$ cat config.mk
export PLATFORM = sky130hd
export DESIGN_NAME = sign_mag_subtractor
export DESIGN_NICKNAME = d
export VERILOG_FILES = /design/src/rtl/sign_mag_pkg.sv /design/src/rtl/sign_mag_subtractor_serial_full_adder.sv /design/src/rtl/sign_mag_subtractor.sv
export SDC_FILE = /design/constraint.sdc
export NUM_CORES = 1
export LEC_CHECK = 0
export CELL_PAD_IN_SITES_DETAIL_PLACEMENT = 1
export CELL_PAD_IN_SITES_GLOBAL_PLACEMENT = 2
export CORE_AREA = 2 2 91 93
export CTS_CLUSTER_DIAMETER = 50
export DETAILED_ROUTE_END_ITERATION = 16
export DIE_AREA = 0 0 93 95
export GPL_TIMING_DRIVEN = 0
export PLACE_DENSITY_LB_ADDON = 0.1
export SYNTH_ARGS = -nofsm -noshare
export SYNTH_HDL_FRONTEND = slang
export SYNTH_HIERARCHICAL = 1
export SYNTH_SLANG_ARGS = --single-unit
$ cat constraint.sdc
create_clock -name clk -period 1.9 [get_ports clk]
set_input_delay 0.38 -clock clk [delete_from_list [all_inputs] [get_ports clk]]
set_output_delay 0.38 -clock clk [all_outputs]
set_load 0.03 [all_outputs]
$ cat src/rtl/sign_mag_pkg.sv
// Shared definitions for the sign-magnitude arithmetic blocks: default
// width, FSM state encoding and operation selector.
package sign_mag_pkg;

  localparam int WIDTH = 8;
  localparam int MAG_W = WIDTH - 1;

  typedef enum logic [1:0] {
    IDLE = 2'd0,
    CALC = 2'd1,
    DONE = 2'd2
  } state_t;

  typedef enum logic {
    OP_ADD = 1'b0,
    OP_SUB = 1'b1
  } op_t;

endpackage

$ cat src/rtl/sign_mag_subtractor_serial_full_adder.sv
// One-bit full-adder cell used by the bit-serial datapath. The carry flop
// lives in the parent so this cell stays purely combinational.
module serial_full_adder (
  input  logic i_a,
  input  logic i_b,
  input  logic i_cin,
  output logic o_sum,
  output logic o_cout
);

  // Sum and carry of the three input bits
  always_comb begin
    o_sum  = i_a ^ i_b ^ i_cin;
    o_cout = (i_a & i_b) | (i_a & i_cin) | (i_b & i_cin);
  end

endmodule

$ cat src/rtl/sign_mag_subtractor.sv
// Bit-serial sign-magnitude subtractor, diff = a - b.
// Handshake: an input transfer happens on a rising edge where in_valid and
// in_ready are both high; an output transfer happens on a rising edge where
// out_valid and out_ready are both high. in_ready is high only in IDLE,
// out_valid only in DONE, and diff is stable for the whole DONE state.
module sign_mag_subtractor
  import sign_mag_pkg::*;
#(
  parameter int WIDTH = sign_mag_pkg::WIDTH
) (
  input  logic             clk,
  input  logic             rst_n,
  input  logic             in_valid,
  output logic             in_ready,
  input  logic [WIDTH-1:0] a,
  input  logic [WIDTH-1:0] b,
  output logic             out_valid,
  input  logic             out_ready,
  output logic [WIDTH:0]   diff,
  output logic [1:0]       o_dbg_state
);

  localparam int MAG_BITS = WIDTH - 1;
  localparam int CNT_W    = (MAG_BITS > 1) ? $clog2(MAG_BITS) : 1;
  localparam logic [CNT_W-1:0] LAST_CNT = CNT_W'(MAG_BITS - 1);

  state_t              r_state;
  state_t              w_state_next;
  logic [MAG_BITS-1:0] r_x;
  logic [MAG_BITS-1:0] r_y;
  logic [MAG_BITS-1:0] r_acc;
  logic                r_carry;
  logic [CNT_W-1:0]    r_cnt;
  op_t                 r_op;
  logic                r_sign;
  logic [WIDTH:0]      r_diff;

  logic                w_sa;
  logic                w_sb_eff;
  logic [MAG_BITS-1:0] w_ma;
  logic [MAG_BITS-1:0] w_mb;
  op_t                 w_setup_op;
  logic                w_setup_sign;
  logic [MAG_BITS-1:0] w_setup_x;
  logic [MAG_BITS-1:0] w_setup_y;
  logic                w_accept;
  logic                w_last;
  logic                w_y_bit;
  logic                w_sum;
  logic                w_cout;
  logic [MAG_BITS-1:0] w_acc_next;
  logic [WIDTH-1:0]    w_mag;
  logic                w_sign_final;

  assign w_sa     = a[WIDTH-1];
  assign w_sb_eff = ~b[WIDTH-1];
  assign w_ma     = a[MAG_BITS-1:0];
  assign w_mb     = b[MAG_BITS-1:0];
  assign w_accept = in_valid && (r_state == IDLE);
  assign w_last   = (r_state == CALC) && (r_cnt == LAST_CNT);

  // Operand setup: subtraction becomes addition of -b; for unlike signs the
  // larger magnitude goes to X so the serial X + ~Y + 1 never borrows out.
  always_comb begin
    w_setup_op   = OP_ADD;
    w_setup_sign = w_sa;
    w_setup_x    = w_ma;
    w_setup_y    = w_mb;
    if (w_sa != w_sb_eff) begin
      w_setup_op = OP_SUB;
      if (w_ma < w_mb) begin
        w_setup_sign = w_sb_eff;
        w_setup_x    = w_mb;
        w_setup_y    = w_ma;
      end
    end
  end

  assign w_y_bit = r_y[0] ^ (r_op == OP_SUB);

  serial_full_adder u_fa (
    .i_a    (r_x[0]),
    .i_b    (w_y_bit),
    .i_cin  (r_carry),
    .o_sum  (w_sum),
    .o_cout (w_cout)
  );

  // Result assembly for the final CALC edge: the adder carry is the extra
  // magnitude bit for ADD, a SUB carry is the discarded two's-complement
  // wrap; a zero magnitude always reports a positive sign.
  always_comb begin
    w_acc_next   = {w_sum, r_acc[MAG_BITS-1:1]};
    w_mag        = {((r_op == OP_ADD) ? w_cout : 1'b0), w_acc_next};
    w_sign_final = r_sign & (|w_mag);
  end

  // FSM state register
  always_ff @(posedge clk or negedge rst_n) begin
    if (!rst_n) begin
      r_state <= IDLE;
    end else begin
      r_state <= w_state_next;
    end
  end

  // FSM next-state logic
  always_comb begin
    w_state_next = r_state;
    case (r_state)
      IDLE:    if (in_valid) w_state_next = CALC;
      CALC:    if (r_cnt == LAST_CNT) w_state_next = DONE;
      DONE:    if (out_ready) w_state_next = IDLE;
      default: w_state_next = IDLE;
    endcase
  end

  // FSM outputs
  always_comb begin
    in_ready    = (r_state == IDLE);
    out_valid   = (r_state == DONE);
    diff        = r_diff;
    o_dbg_state = r_state;
  end

  // Serial datapath: latch operands on accept, one bit per CALC edge (LSB
  // first), capture the packed result on the last bit
  always_ff @(posedge clk or negedge rst_n) begin
    if (!rst_n) begin
      r_x     <= '0;
      r_y     <= '0;
      r_acc   <= '0;
      r_carry <= 1'b0;
      r_cnt   <= '0;
      r_op    <= OP_ADD;
      r_sign  <= 1'b0;
      r_diff  <= '0;
    end else if (w_accept) begin
      r_x     <= w_setup_x;
      r_y     <= w_setup_y;
      r_acc   <= '0;
      r_carry <= (w_setup_op == OP_SUB);
      r_cnt   <= '0;
      r_op    <= w_setup_op;
      r_sign  <= w_setup_sign;
    end else if (r_state == CALC) begin
      r_x     <= r_x >> 1;
      r_y     <= r_y >> 1;
      r_acc   <= w_acc_next;
      r_carry <= w_cout;
      r_cnt   <= r_cnt + CNT_W'(1);
      if (w_last) begin
        r_diff <= {w_sign_final, w_mag};
      end
    end
  end

endmodule
==> results of run 1 <==
[state kept, by name, indices dropped and copies added (netlist names)]
name and count:
r_cnt 3, r_x 7, r_acc 6, r_op 1
r_y 7, diff 9, r_sign 1, o_dbg_state 2
r_carry 1
[worst paths after layout]
kind                                      from                   to  slack (ns)  depth (start not counted)
setup reg to reg              r_op$_DFFE_PN0P_  diff[8]$_DFFE_PN0P_        0.08                          6
min in group clk           diff[7]$_DFFE_PN0P_  diff[7]$_DFFE_PN0P_        0.49                          2
max in group asynchronous                rst_n   r_sign$_DFFE_PN0P_        1.17                          1
hold reg to reg            diff[7]$_DFFE_PN0P_  diff[7]$_DFFE_PN0P_        0.49                          2
setup / recovery                          b[0]   r_x[2]$_DFFE_PN0P_        0.04                          8
hold / removal                           rst_n  diff[1]$_DFFE_PN0P_        0.20                          1
[layer usage]
layer	up-vias	track usage	share of wire	wire (um)
met4	0	0.0404	0.013	67
met2	29	0.231	0.52	2610
met5	-	0	0	0
met1	746	0.149	0.43	2150
li1	734	-	-	-
met3	5	0.0215	0.030	151
[synth_stat cells (2+ instances only)]
cell      number
nand2_1       18
nor2b_1        2
mux2_1         5
a22o_1         6
nand2b_1       3
nor2_1        16
dfrtp_1       37
o21ai_0        7
inv_1          9
o22ai_1       12
mux2i_1       14
ha_1           8
a21oi_1       15
clkbuf_1       6
nand3_1        6
xor2_1         2
mux2_2         2
[final cells by class]
class	count	area share
Multi-Input combinational cell	129	0.379
Inverter	9	0.0131
Buffer	9	0.0213
Timing Repair Buffer	39	0.145
Sequential cell	37	0.358
Clock buffer	7	0.0334
Tap cell	105	0.0508
[power by group through the flow]
stage	Sequential, W	Clock [W]	Combinational (W)
2_1_floorplan	0.00156	0	0.000946
3_3_place_gp	0.00142	0	0.00167
3_5_place_dp	0.00145	0	0.00171
4_1_cts	0.00144	0.000585	0.00177
5_1_grt	0.00150	0.000619	0.00197
6_report	0.00143	0.000565	0.00176
[cells in the final DEF, fill, tap and decap left out, drive strengths merged]
cell,n
dfrtp,37
nand2,18
clkdlybuf4s50,17
nor2,17
a21oi,17
dlygate4sd2,14
mux2i,14
clkbuf,13
o22ai,12
buf,11
inv,9
o21ai,9
ha,8
mux2,7
a22o,6
nand3,6
nand2b,3
xor2,2
nor2b,2
or2,1
and2,1
xnor2,1
nor4,1
o41ai,1
o211ai,1
o311ai,1
fa,1
[worst register-to-register path, stage by stage (launching register included)]
cell and delay, ns:
dfrtp_1 0.40, xor2_1 0.20, fa_2 0.50, nor4_2 0.18
nand2_1 0.10, o41ai_2 0.21, o21ai_1 0.11
[stage by stage]
stage	cells	setup slack, ns
6_report	335	0.0391
5_1_grt	335	-0.0270
4_1_cts	335	0.00393
3_5_place_dp	321	-0.710
3_3_place_gp	321	-0.666
2_1_floorplan	184	0.0557
[what timing repair did]
action | CTS | global route
setup endpoints to repair | 18 | 8
endpoints found under the hold margin | 0 | 0
pin swaps | 7 | 0
resized for setup | 27 | 4
cloned | 1 | 0
setup buffers | 6 | 0
[cell families after synthesis]
group,after synthesis,synth area share
AND/OR/NAND/NOR,49,0.112
AO/OA/AOI/OAI,47,0.161
flip-flops,37,0.485
multiplexers,21,0.115
buffers and inverters,18,0.0466
adder cells (fa/ha/maj),9,0.0630
XOR/XNOR,3,0.0177
==> results.ini, run 1 <==
[detailed_routing]
vias_per_cell = 4.52
drt_wl_total_mm = 4.98
drtAntennaViolNets = 0
num_vias = 1514
drt-pass1-iter-count = 3
drtIter0Drc = 25
wl_per_cell_um = 14.9
drcViolationCount = 0

[cts]
path_clk_slew_ns = 0.07
cts_buffers = 5
cts_tree = done
insertion_delay_ns = 0.29
clockBufferDepth = 2
postCtsHoldBufs = 0
htreeDepth = 2
clock_sinks = 37
root_buffer = clkbuf_8

[sta]
whs_ns = 0.198
tightest_slew_ns = 0.847
rsz0062_at_grt = yes
drv_slew = 0
setup_viol = 0
tns_ns = 0
relSlewSlack = 0.435
max_freq_ghz = 0.537
fin_crit_ns = 1.86
fin_skew_ns = 0.00456
post-route-period-util = 0.979
hold_viol = 0

[pwr]
netSwitchingPower_w = 0.00152
internal-power_w = 0.00224
power_frac_clock = 0.150
switching_share = 0.404
vdd_drop_max_mv = 0.291
p_per_area_nw_per_um2 = 1460
seq_power_share = 0.381
power_w = 0.00376
p_leak_nw = 1.15
combPwrFrac = 0.468

[worst_setup_path]
endpoint_kind = flip-flop
crit_fanout = 4
cp-start-kind = primary input
cp_slowest_cell = clkdlybuf4s50_1
cpLargestDelayFamily = buffers and inverters
arrival_ns = 2.02
path_class = primary input to flip-flop
cp.required_ns = 2.06
cp_slowest_stage_delay_ns = 0.49
path_buf_inv = 3
crit_path_cell_trace = clkdlybuf4s50_1 > nor2b_1 > o21ai_2 > a21oi_4 > buf_4 > buf_16 > mux2i_1 > o22ai_1

[final_layout]
final_core_utilization = 0.326
finalNetCount = 259
area_delta_synth_final_pct = 35.5
n_fill_cell = 903
multiInputGateArea_um2 = 978
diodes = 0
seq_area_um2 = 926
stdcell_area_um2 = 2580
drive_above_1_share = 0.165

[placed_design]
port_buffers = 32
place_congestion = 0.745
hpwl_mm = 3.73
placed_area_um2 = 2350

[outcome]
status = completed

[synth]
async_flop_share = 1.00
synth_area_leaders = dfrtp_1, mux2i_1, ha_1
synth_top_area_frac = 0.485
synth.net_count = 213
synth.distinct_cells = 33
synth-edff-count = 0
yosysSeqAreaShare = 0.485
avgSynthCellArea_um2 = 10.4
synth_largest_area_cell = dfrtp_1
synthFlopType = dfrtp_1
ys_seq_elements = 37
synth_area_um2 = 1910
syn-instance-count = 184
yosysWarnings = 6

[floorplanning]
die_w_um = 93
initial_core_util = 0.241
core-area_um2 = 7930
rows = 33
dieArea_um2 = 8840
io_pins = 33
chipHeight_um = 95

[grt]
antenna_found_initial = 0
grt_usage = 0.126
grt_max_degree = 38
grt_pass1_wl_mm = 8.47
grt_pass1_vias = 1660
overflow = 0

[run]
maxCapViolations = 0

[hold_path]
hold_class = primary input to async pin

Power figures use the tool's default switching activity.
==> run 2: changes to the inputs <==
Settings changed: CORE_AREA 2 2 91 93 to 2 2 83 85, DIE_AREA 0 0 93 95 to 0 0 85 87.
==> run 2 against run 1 <==
Worst hold slack improved by 0.0014 ns; die area fell by 16%; clock skew rose by 0.0018 ns; sequential power barely moved; core utilization rose by 7.4 points; first-iteration DRC count rose to 2.8 times the previous value; critical path depth rose by 2; wire length rose by 3.2%; critical path type unchanged; highest routed layer unchanged.
==> results.ini, run 2 (same netlist as run 1, synthesis figures left out) <==
[pwr]
seq_power_share = 0.354
vdd_drop_max_mv = 0.642
p_leak_nw = 1.20
netSwitchingPower_w = 0.00157
switching_share = 0.389
power_frac_clock = 0.208
p_per_area_nw_per_um2 = 1540
combPwrFrac = 0.438
internal-power_w = 0.00247

[sta]
post-route-period-util = 0.952
fin_skew_ns = 0.00636
setup_viol = 0
tns_ns = 0
drv_slew = 0
relSlewSlack = 0.421
setup_slack_ns = 0.0909
rsz0062_at_grt = no
hold_viol = 0
tightest_slew_ns = 0.869
fin_crit_ns = 1.81
max_freq_ghz = 0.553

[worst_setup_path]
cpLargestDelayFamily = buffers and inverters
endpoint_kind = flip-flop
cp_slowest_stage_delay_ns = 0.25
reg2reg_slack_ns = 0.11
cp.required_ns = 2.05
cp_slowest_cell = dlygate4sd2_1
path_buf_inv = 4
crit_fanout = 5
path_class = primary input to flip-flop
crit_path_cell_trace = dlygate4sd2_1 > inv_1 > ha_4 > a21oi_4 > o211ai_2 > a21oi_4 > buf_6 > buf_12 > mux2i_2 > o22ai_1
arrival_ns = 1.96
cp-start-kind = primary input
cp_common_cell = a21oi_4
r2r-start = r_op$_DFFE_PN0P_
critPathLaunch = b[4]

[floorplanning]
dieArea_um2 = 7400
chipHeight_um = 87
die_w_um = 85
initial_core_util = 0.290
core-area_um2 = 6570
rows = 30
io_pins = 33

[final_layout]
diodes = 0
finalNetCount = 258
n_fill_cell = 736
area_delta_synth_final_pct = 37.8
drive_above_1_share = 0.174
layout_commonest_cell = dfrtp_1
mostFrequentLayoutCells = dfrtp_1, nand2_1, nor2_1
largest_reg_flops = 9

[detailed_routing]
drtIter0Drc = 69
drt-pass1-iter-count = 4
wl_per_cell_um = 16.6
drtAntennaViolNets = 0
num_vias = 1551
vias_per_cell = 5.00
drt_wl_total_mm = 5.14
drcViolationCount = 0

[grt]
grt_pass1_wl_mm = 8.38
overflow = 0
antenna_found_initial = 0
grt_pass1_vias = 1624
grt_max_degree = 38
grt_usage = 0.147

[cts]
root_buffer = clkbuf_8
insertion_delay_ns = 0.29
clock_sinks = 37
clockBufferDepth = 2
htreeDepth = 2
cts_tree = done
path_clk_slew_ns = 0.08
cts_buffers = 5

[run]
maxCapViolations = 0

[placed_design]
port_buffers = 32
pre_cts_ws_ns = -0.668
hpwl_mm = 3.70
place_congestion = 0.731

[hold_path]
hold_class = primary input to async pin

[outcome]
status = completed

-- run 2: cell types whose count changed in the layout (fill, tap and decap cells not counted), moves of 2 or more --
cell	before	now
dlymetal6s2s_1	0	2
bufinv_16	0	2
clkdlybuf4s50_1	17	15
buf_4	6	4
-- run 2: area by class of cell --
class | count | area, um2 | area share
Buffer | 9 | 55.1 | 0.0209
Clock buffer | 5 | 68.8 | 0.0262
Clock inverter | 3 | 68.8 | 0.0262
Inverter | 9 | 33.8 | 0.0129
Multi-Input combinational cell | 129 | 1000 | 0.381
Sequential cell | 37 | 926 | 0.352
Tap cell | 80 | 100 | 0.0381
Timing Repair Buffer | 38 | 375 | 0.143
-- run 2: what timing repair did --
action | CTS | global route
resized for setup | 31 | 6
cloned | 1 | 0
hold buffers | 0 | 0
pin swaps | 8 | 2
setup endpoints to repair | 18 | 10
hold endpoints to repair | 0 | 0
buffers inserted | 5 | 0
-- run 2: worst paths after layout --
path	to	depth (start not counted)
min reg2reg	diff[8]$_DFFE_PN0P_	2
min	o_dbg_state[1]$_DFFE_PN0P_	1
max reg2reg	diff[8]$_DFFE_PN0P_	6
max	r_x[5]$_DFFE_PN0P_	10
max in group asynchronous	r_y[2]$_DFFE_PN0P_	1
min in group clk	diff[8]$_DFFE_PN0P_	2
-- run 2: per-layer routing --
metal | up-vias | part of all wire | track usage
met2 | 30 | 0.52 | 0.264
met4 | 0 | 0.011 | 0.0390
li1 | 737 | - | -
met1 | 778 | 0.44 | 0.177
met5 | - | 0 | 0
met3 | 6 | 0.029 | 0.0332
-- run 2: power by group through the flow --
stage,Sequential [W],Clock [W],Combinational [W]
floorplan,0.00156,0,0.000946
global placement,0.00142,0,0.00166
detailed placement,0.00144,0,0.00172
CTS,0.00143,0.000867,0.00179
global route,0.00149,0.000906,0.00195
finish,0.00143,0.000841,0.00177
-- run 2: metrics by stage --
| stage | cell area (um2) | total power, W | std cells | hold slack, ns | utilization |
|---|---|---|---|---|---|
| finish | 2630 | 0.00404 | 310 | 0.199 | 0.400 |
| global route | 2630 | 0.00434 | 310 | 0.261 | 0.400 |
| CTS | 2600 | 0.00409 | 310 | 0.233 | 0.396 |
| detailed placement | 2320 | 0.00316 | 296 | 0.469 | 0.354 |
| global placement | 2330 | 0.00308 | 296 | 0.469 | 0.354 |
| floorplan | 1910 | 0.00250 | 184 | 0.0844 | - |
==> run 3: changes to the inputs <==
Clock period 1.9 ns to 1.5 ns, I/O delays scaled along.
==> run 3 against run 2 <==
The run now ends with negative setup slack left; wire length rose by 0.91%; worst hold slack got worse by 0.093 ns; final cell count rose by 1.9%; sequential power rose by 29%; sequential share of layout area fell by 0.93 points.
==> results.ini, run 3 (same netlist as run 1, synthesis figures left out) <==
[outcome]
status = complete, but fails checks
violations = negative setup slack

[final_layout]
multiInputGateArea_um2 = 1090
layout_commonest_cell = dfrtp_1
mostFrequentLayoutCells = dfrtp_1, nand2_1, nor2_1
drive_above_1_share = 0.352
n_fill_cell = 731
seq_area_um2 = 928
largest_reg_flops = 9
area_delta_synth_final_pct = 41.9
final_core_utilization = 0.412
stdcell_area_um2 = 2710
diodes = 0
finalNetCount = 264

[sta]
fin_skew_ns = 0.00245
max_freq_ghz = 0.558
setup_slack_ns = -0.292
tns_ns = -0.449
tightest_slew_ns = 0.863
drv_slew = 0
rsz0062_at_grt = yes
relSlewSlack = 0.424
setup_viol = 3
hold_viol = 0
post-route-period-util = 1.19
fin_crit_ns = 1.79

[cts]
postCtsHoldBufs = 0
clockBufferDepth = 2
clock_sinks = 37
root_buffer = clkbuf_8
insertion_delay_ns = 0.30
htreeDepth = 2
cts_tree = done
cts_buffers = 5
path_clk_slew_ns = 0.08

[floorplanning]
initial_core_util = 0.290
chipHeight_um = 87
rows = 30
io_pins = 33
die_w_um = 85
core-area_um2 = 6570
dieArea_um2 = 7400

[detailed_routing]
wl_per_cell_um = 16.4
drtAntennaViolNets = 0
vias_per_cell = 4.96
drcViolationCount = 0
drt-pass1-iter-count = 3
num_vias = 1566
drt_wl_total_mm = 5.19
drtIter0Drc = 38

[placed_design]
pre_cts_ws_ns = -0.921
placed_area_um2 = 2410
hpwl_mm = 3.67
place_congestion = 0.798
port_buffers = 32

[grt]
overflow = 0
grt_pass1_wl_mm = 8.85
grt_max_degree = 38
antenna_found_initial = 0
grt_pass1_vias = 1732
grt_usage = 0.156

[worst_setup_path]
arrival_ns = 1.98
cp.required_ns = 1.68
cp-start-kind = flip-flop
endpoint_kind = flip-flop
path_class = flip-flop to flip-flop
crit_fanout = 2

[pwr]
p_per_area_nw_per_um2 = 1910
p_leak_nw = 1.25
vdd_drop_max_mv = 0.909

[run]
maxCapViolations = 0

[hold_path]
hold_class = primary input to async pin

==> run 3: metal layers <==
layer / GRT usage / part of all wire / up-vias
met5: 0 / 0 / -
met4: 0.0519 / 0.014 / 0
met3: 0.0284 / 0.027 / 8
met2: 0.281 / 0.52 / 23
met1: 0.187 / 0.44 / 788
li1: - / - / 747
==> run 3: what timing repair did <==
action                                  CTS  global route
resized for setup                       104            27
endpoints found under the setup margin   35            23
pin swaps                                12             9
buffers inserted                         11             3
cloned                                    1             0
==> run 3: through the flow <==
step           cells  hold slack (ns)  power (W)
4_1_cts          315            0.145    0.00519
5_1_grt          316            0.170    0.00555
2_1_floorplan    184          0.00441    0.00322
3_5_place_dp     296            0.465    0.00405
6_report         316            0.106    0.00516
3_3_place_gp     296            0.468    0.00393
==> run 3: worst paths after layout <==
path / startpoint / end / slack [ns] / depth (start not counted)
max: r_y[0]$_DFFE_PN0P_ / diff[8]$_DFFE_PN0P_ / -0.29 / 6
min: rst_n / diff[1]$_DFFE_PN0P_ / 0.11 / 1
max reg2reg: r_y[0]$_DFFE_PN0P_ / diff[8]$_DFFE_PN0P_ / -0.29 / 6
min reg2reg: diff[5]$_DFFE_PN0P_ / diff[5]$_DFFE_PN0P_ / 0.49 / 1
max in group asynchronous: rst_n / o_dbg_state[0]$_DFFE_PN0P_ / 0.80 / 1
min in group clk: b[6] / r_x[6]$_DFFE_PN0P_ / 0.29 / 3
==> run 3: final cells by class <==
| cell class | instances | share of cell area |
|---|---|---|
| multi-input cells | 129 | 0.402 |
| clock inverters | 2 | 0.0139 |
| flip-flops and latches | 37 | 0.343 |
| clock buffers | 6 | 0.0305 |
| plain buffers | 8 | 0.0208 |
| well taps | 80 | 0.0370 |
| inverters | 9 | 0.0162 |
| repair buffers | 45 | 0.137 |
==> run 3: worst max-delay path, stage by stage (launching register included) <==
cell,delay (ns)
dfrtp_1,0.41
xor2_2,0.19
fa_1,0.49
nor4_2,0.17
nand2_1,0.11
o41ai_2,0.21
o21ai_1,0.10
==> run 3: report_power, final <==
part           switching [W]  internal (W)  total (W)
logic                0.00132       0.00107    0.00240
clock network       0.000387      0.000541   0.000928
registers           0.000373       0.00147    0.00184
